<file path="src/rtl/imem_pkg.sv">
// Shared constants and loader state type for the PC / instruction memory / loader slice.
package imem_pkg;

    localparam int IMEM_ADDR_W = 8;
    localparam int IMEM_DATA_W = 24;

    typedef enum logic [1:0] {
        ST_IDLE    = 2'd0,
        ST_COLLECT = 2'd1,
        ST_WRITE   = 2'd2,
        ST_DONE    = 2'd3
    } loader_state_t;

endpackage

</file>
<file path="src/rtl/imem_byte_assembler.sv">
// Big-endian byte-to-word shift register with a byte index.
// word_full flags the accepted byte that completes the current word.
module imem_byte_assembler
    import imem_pkg::*;
#(
    parameter int DATA_W = IMEM_DATA_W
) (
    input  logic              CLK,
    input  logic              reset,
    input  logic              clear,
    input  logic              shift,
    input  logic [7:0]        byte_in,
    output logic [DATA_W-1:0] word,
    output logic              word_full
);

    localparam int NBYTES = DATA_W / 8;
    localparam int IDX_W  = (NBYTES > 1) ? $clog2(NBYTES) : 1;
    localparam logic [IDX_W-1:0] LAST_IDX = IDX_W'(NBYTES - 1);

    logic [IDX_W-1:0] byte_idx;

    assign word_full = shift && !clear && (byte_idx == LAST_IDX);

    // Earlier bytes migrate toward the MSBs, so the first byte ends up on top.
    always_ff @(posedge CLK) begin
        if (!reset) begin
            byte_idx <= '0;
            word     <= '0;
        end else if (clear) begin
            byte_idx <= '0;
        end else if (shift) begin
            word     <= (word << 8) | DATA_W'(byte_in);
            byte_idx <= word_full ? '0 : byte_idx + IDX_W'(1);
        end
    end

endmodule

</file>
<file path="src/rtl/imem_loader.sv">
// Loads program bytes into instruction memory as DATA_W-bit words from base_addr onward.
//
// state      | meaning
// -----------+-----------------------------------------------------------
// ST_IDLE    | waiting for start; byte index held at zero
// ST_COLLECT | accepting bytes until a full word is assembled
// ST_WRITE   | one-cycle memory write, then next word or finish
// ST_DONE    | one-cycle done pulse (normal end or abort)
module imem_loader
    import imem_pkg::*;
#(
    parameter int ADDR_W = IMEM_ADDR_W,
    parameter int DATA_W = IMEM_DATA_W
) (
    input  logic              CLK,
    input  logic              reset,
    input  logic              start,
    input  logic [ADDR_W-1:0] base_addr,
    input  logic [ADDR_W-1:0] word_count,
    input  logic              abort,
    input  logic [7:0]        byte_in,
    input  logic              byte_valid,
    output logic              byte_ready,
    output logic              wr_en,
    output logic [ADDR_W-1:0] wr_addr,
    output logic [DATA_W-1:0] wr_data,
    output logic              busy,
    output logic              done
);

    // One extra bit so a word_count of zero can stand for the full 2^ADDR_W words.
    localparam int CNT_W = ADDR_W + 1;

    loader_state_t    state, state_next;
    logic [CNT_W-1:0] remaining;
    logic             accept;
    logic             asm_clear;
    logic             word_full;
    logic             last_word;

    assign accept    = byte_valid && byte_ready && !abort;
    assign asm_clear = (state == ST_IDLE) || ((state == ST_COLLECT) && abort);
    assign last_word = (remaining == CNT_W'(1));

    imem_byte_assembler #(
        .DATA_W (DATA_W)
    ) u_assembler (
        .CLK       (CLK),
        .reset     (reset),
        .clear     (asm_clear),
        .shift     (accept),
        .byte_in   (byte_in),
        .word      (wr_data),
        .word_full (word_full)
    );

    always_ff @(posedge CLK) begin
        if (!reset) state <= ST_IDLE;
        else        state <= state_next;
    end

    always_comb begin
        state_next = state;
        case (state)
            ST_IDLE:    if (start) state_next = ST_COLLECT;
            ST_COLLECT: begin
                if (abort)          state_next = ST_DONE;
                else if (word_full) state_next = ST_WRITE;
            end
            ST_WRITE:   state_next = (abort || last_word) ? ST_DONE : ST_COLLECT;
            ST_DONE:    state_next = ST_IDLE;
            default:    state_next = ST_IDLE;
        endcase
    end

    always_comb begin
        byte_ready = (state == ST_COLLECT);
        wr_en      = (state == ST_WRITE) && !abort;
        busy       = (state == ST_COLLECT) || (state == ST_WRITE);
        done       = (state == ST_DONE);
    end

    // Down-counter of words still to write; address steps only on a real write.
    always_ff @(posedge CLK) begin
        if (!reset) begin
            wr_addr   <= '0;
            remaining <= '0;
        end else if ((state == ST_IDLE) && start) begin
            wr_addr   <= base_addr;
            remaining <= (word_count == '0) ? {1'b1, {ADDR_W{1'b0}}} : {1'b0, word_count};
        end else if (wr_en) begin
            wr_addr   <= wr_addr + ADDR_W'(1);
            remaining <= remaining - CNT_W'(1);
        end
    end

endmodule

</file>
<file path="config.mk">
export PLATFORM = sky130hd
export DESIGN_NAME = imem_loader
export DESIGN_NICKNAME = d
export VERILOG_FILES = /design/src/rtl/imem_pkg.sv /design/src/rtl/imem_byte_assembler.sv /design/src/rtl/imem_loader.sv
export SDC_FILE = /design/constraint.sdc
export NUM_CORES = 1
export LEC_CHECK = 0
export CORE_MARGIN = 1
export CORE_UTILIZATION = 33
export CTS_CLUSTER_DIAMETER = 60
export CTS_CLUSTER_SIZE = 16
export DETAILED_ROUTE_END_ITERATION = 8
export SKIP_LAST_GASP = 1
export SLEW_MARGIN = 10
export SYNTH_ARGS = -nofsm -noshare
export SYNTH_HDL_FRONTEND = slang
export SYNTH_HIERARCHICAL = 1
export SYNTH_SLANG_ARGS = --single-unit
</file>
<file path="constraint.sdc">
create_clock -name CLK -period 2.64 [get_ports CLK]
set_clock_uncertainty 0.2 [all_clocks]
set_input_delay 0.792 -clock CLK [delete_from_list [all_inputs] [get_ports CLK]]
set_output_delay 0.792 -clock CLK [all_outputs]
set_load 0.05 [all_outputs]
</file>
After elaboration in Yosys (flattened, before gate mapping):

Cells that the tools add are included.

* equal/unequal tests: 7
* reduce and logical (&&, ||, !) cells: 18
* muxes and demuxes: 11
* add/sub/neg operators: 3
* bitwise operators: 3

Operator list (count)
* 2-to-1 mux 9 bit: 3
* bitwise OR 24 x 8 -> 24 bit: 1
* 2-to-1 mux 8 bit: 2
* 2-to-1 mux 2 bit: 5
* == test 9 x 1 -> 1 bit, second input constant: 1
* subtractor 9 x 1 -> 9 bit, second input constant: 1
* adder 8 x 1 -> 8 bit, second input constant: 1
* zero test 8 bit: 1
* one-hot mux 2 bit (4 select lines): 1
* logical AND 1 bit: 7
* == test 2 bit, second input constant: 3
* AND reduction 2 bit: 2
* logical OR 1 bit: 3
* != test 3 x 2 -> 1 bit, second input constant: 1
* adder 2 x 1 -> 2 bit, second input constant: 1
* == test 2 x 1 -> 1 bit, second input constant: 1
* zero test 1 bit: 2
* zero test 2 bit: 1
* != test 2 bit, second input constant: 1
* inverter 1 bit: 2
* nonzero test 2 bit: 1
* OR reduction 2 bit: 1

* word-level logic and storage cells: 47
* bits in registers: 45
* input port bits: 29

Depth between registers and ports, before layout:

* depth after elaboration: 9
* gate-level depth with buffers: 9

By module:

Netlist, hierarchy kept.

Modules (own cells, without submodules)
* imem_loader: cells each 131, area each 1162.4 sq um, instances 1
* imem_byte_assembler: cells each 117, area each 1006.0 sq um, instances 1

Worst setup path before layout:

Ideal clock, no wire load.

* path type: reg2reg
* start: register state[1]
* end: register state[0]
* setup slack: 0.135 ns
* stages on the path, launching flop included: 9
* data required time: 2.354 ns
* buffers on the path: 0
* library setup time: 0.086 ns
* clock period less this slack: 2.505 ns
* data arrival time: 2.219 ns
* path through: dfxtp_1 inv_1 ha_1 inv_1 nor3b_1 nor4bb_1 o32ai_2 o21bai_1 a211oi_1

* elaborated cells on any way between the ends: 15

RTL lines
* from (decl): line imem_loader.sv:34 `loader_state_t state, state_next;`
* from (signal assigned): line imem_loader.sv:59 `else state <= state_next;`
* == test 2 x 1 -> 1 bit: line imem_loader.sv:77 `byte_ready = (state == ST_COLLECT);`
* via byte_ready: line imem_loader.sv:23 `output logic byte_ready,`
* logical AND 1 bit (2 in series): line imem_loader.sv:41 `assign accept = byte_valid && byte_ready && !abort;`
* via accept: line imem_loader.sv:36 `logic accept;`
* logical AND 1 bit (2 in series): line imem_byte_assembler.sv:23 `assign word_full = shift && !clear && (byte_idx == LAST_IDX);`
* via word_full: line imem_loader.sv:38 `logic word_full;`
* != test 3 x 2 -> 1 bit (no line)
* AND reduction 2 bit (no line)

The timed path passes the listed nets, and every way through them passes these cells.
A chain may end at the register's enable or synchronous reset.

Worst setup path after layout:

* start: register wr_addr[2]
* end: output wr_addr[2]

RTL lines
* from (decl): line imem_loader.sv:25 `output logic [ADDR_W-1:0] wr_addr,`
* from (signal assigned): line imem_loader.sv:89 `wr_addr <= base_addr;`
* from (signal assigned): line imem_loader.sv:92 `wr_addr <= wr_addr + ADDR_W'(1);`

No word-level cell between the ends.

==> run metrics <==
Post-Syn Area 2168 um^2; synthesized net count 285; wire per inst 12.29 um; Final nets 356; Fmax achieved 394.6 MHz; IO buf count 64; power per cell area 799.1 nW/um^2; asr flop ratio synth 0%; CP required 1.65 ns; number of synthesized flops with an enable pin 0; placed inst area 2957 um^2; dpl cells 389; Syn Inst Count 248; clk buf depth 2; top cells by area, synth dfxtp_1 42%, nand2_1 9.9%, a21boi_1 7.3%; Seq cells post-synth 45; drt initial violations 95; CTS tree yes; CP max FO 5; Reg area 900.9 um^2; worst-margin pin slew 0.5167 ns; via count 1904; worst-skew pair later-pin latency 0.30 ns; crit-path cells clkdlybuf4s50_1; met2 usage 25.04%; M3 GR Usage 3.380%; hold path cells 2; Core Util, Final 48.35%; Yosys warnings 6; Worst-path clk slew 0.09 ns; Synth Flop Type dfxtp_1; clock root cell clkbuf_8; Layout area overhead 41.60%; vias per cell 4.796; final worst path period need 2.534 ns; hpwl dp 3625 um; DRT antenna net count 0; cts hold-fix bufs 0; H-tree depth 2; total power 0.002454 W; most common library cells after synthesis 57 x nand2_1, 45 x dfxtp_1, 21 x a21boi_1; multi-input logic area 1144 um^2; Antenna Cells 0; final hold violation count 0; r2r setup slk 0.45 ns; worst r2r src state[1]; GRT met1 Usage 19.83%; initial antenna violation count 0; top cell type's share of synthesized area 41.55%; largest net degree at the start of global routing 25; global-route wire length before repair 8631 um; DRT Pass-1 Iters 4; Worst EP arrival 1.54 ns; top-count cell post-synth nand2_1; Slew Limit Fails 0; routability cong. 0.7908; vias in the first global route 1861; post-route cell area 3070 um^2; Tcrit/Tclk final 96.00%; status finished, final reports clean; critical path startpoint wr_addr[2]; Critical Path Start Type flop; CP max stage cell clkdlybuf4s50_1; synth unique cells 42; post-synthesis sequential area ratio 41.55%; width of the die 83.06 um; buffer and inverter count on the worst path 1; Finished Layout Cells 397; Die Footprint 6899 um^2; GRT Overall Usage 15.19%; I/O pin total 65; RSZ-0062 raised after global routing no; Die Y-Extent 83.06 um; synthesized area per cell 8.743 um^2; FF-to-FF End state[0]; Worst path max stage delay 0.83 ns; total gr overflow 0; Hold Path Sink u_assembler/word[21]; Lkg Pwr 1.099 nW; routed wire length 4881 um; VDD IR max 0.5623 mV; # resized after CTS 1; worst rel slew slack 65.44%; Hold WC Path Type flop to flop; Max-cap violations 0; TritonCTS buffer count 5; crit path kind flop to output pin; DRC Markers 0; Initial Utilization 34.15%; final setup fails 0; R2R depth 8; Crit. End Element output pin; core region area 6350 um^2; GRT busiest layer met2; delay-heaviest family, CP buffers and inverters; FP Rows 29; setup bufs post-CTS 0; Synth area leader dfxtp_1; # fillers 625; # clock sinks 45; hold path start u_assembler/word[21]; layout cells sized above 1 10.00%
-- power by group --
part	internal [W]	switching, W
logic	0.000449	0.000596
clock network	0.000283	0.000245
registers	0.000775	0.000105
total	0.00151	0.000946
-- layer usage --
metal | vias to the layer above | routed length, um
met5 | - | 0
met4 | 0 | 59
met3 | 6 | 200
li1 | 990 | -
met1 | 857 | 2428
met2 | 51 | 2194
-- cell usage in the layout, fill, tap and decap left out, types with 2 or more instances in the layout --
cell type and n:
xnor2_1 2, nor2_1 11, a31oi_1 2, nor3b_1 3, a21oi_1 11, clkbuf_8 5, nand3_1 4, xor2_1 11
nor4b_1 2, buf_4 14, mux2i_1 2, nand4_1 4, nand2b_1 3, a21boi_1 21, nand2_1 57, a21boi_0 4
dfxtp_1 45, clkdlybuf4s50_1 59, ha_1 8, nor4_1 2, a211oi_1 8, buf_12 4, o21ai_0 8, inv_1 8
-- final cells by class --
class | instances | share of cell area [%]
clock inverters | 3 | 1.508
inverters | 8 | 0.9780
clock buffers | 5 | 2.241
repair buffers | 78 | 25.55
flip-flops and latches | 45 | 29.34
multi-input cells | 181 | 37.25
well taps | 77 | 3.138
-- flip-flops by register name, indices dropped and copies added, names as in the netlist --
register	count
u_assembler/byte_idx	2
state	2
wr_addr	8
remaining	9
u_assembler/word	24
-- through the flow --
stage	setup slack (ns)	TNS, ns	hold WS [ns]
after floorplan	0.1351	0	0.2825
after CTS	0.07885	0	0.2578
final	0.1056	0	0.2537
after global placement	-0.09177	-0.1647	0.2405
after global routing	0.02883	0	0.2717
after detailed placement	-0.1944	-0.3983	0.2459
-- cell families after synthesis --
family,count (synthesis),synth area share [%]
xor gates and xnor gates,13,5.251
DFF,45,41.55
muxes,2,0.9233
and+or+nand+nor,98,22.79
adders and majority gates,8,4.616
AOI/OAI and AO/OA,60,19.16
buffers and inverters,22,5.712
-- worst max path at each step --
| stage | end | cells past startpoint |
|---|---|---|
| after detailed placement | state[0] | 6 |
| after global placement | state[0] | 6 |
| after global routing | wr_addr[2] | 1 |
| after CTS | wr_addr[2] | 1 |
| after floorplan | state[0] | 8 |
| final | wr_addr[2] | 1 |
(Power assumes the default switching activity.)
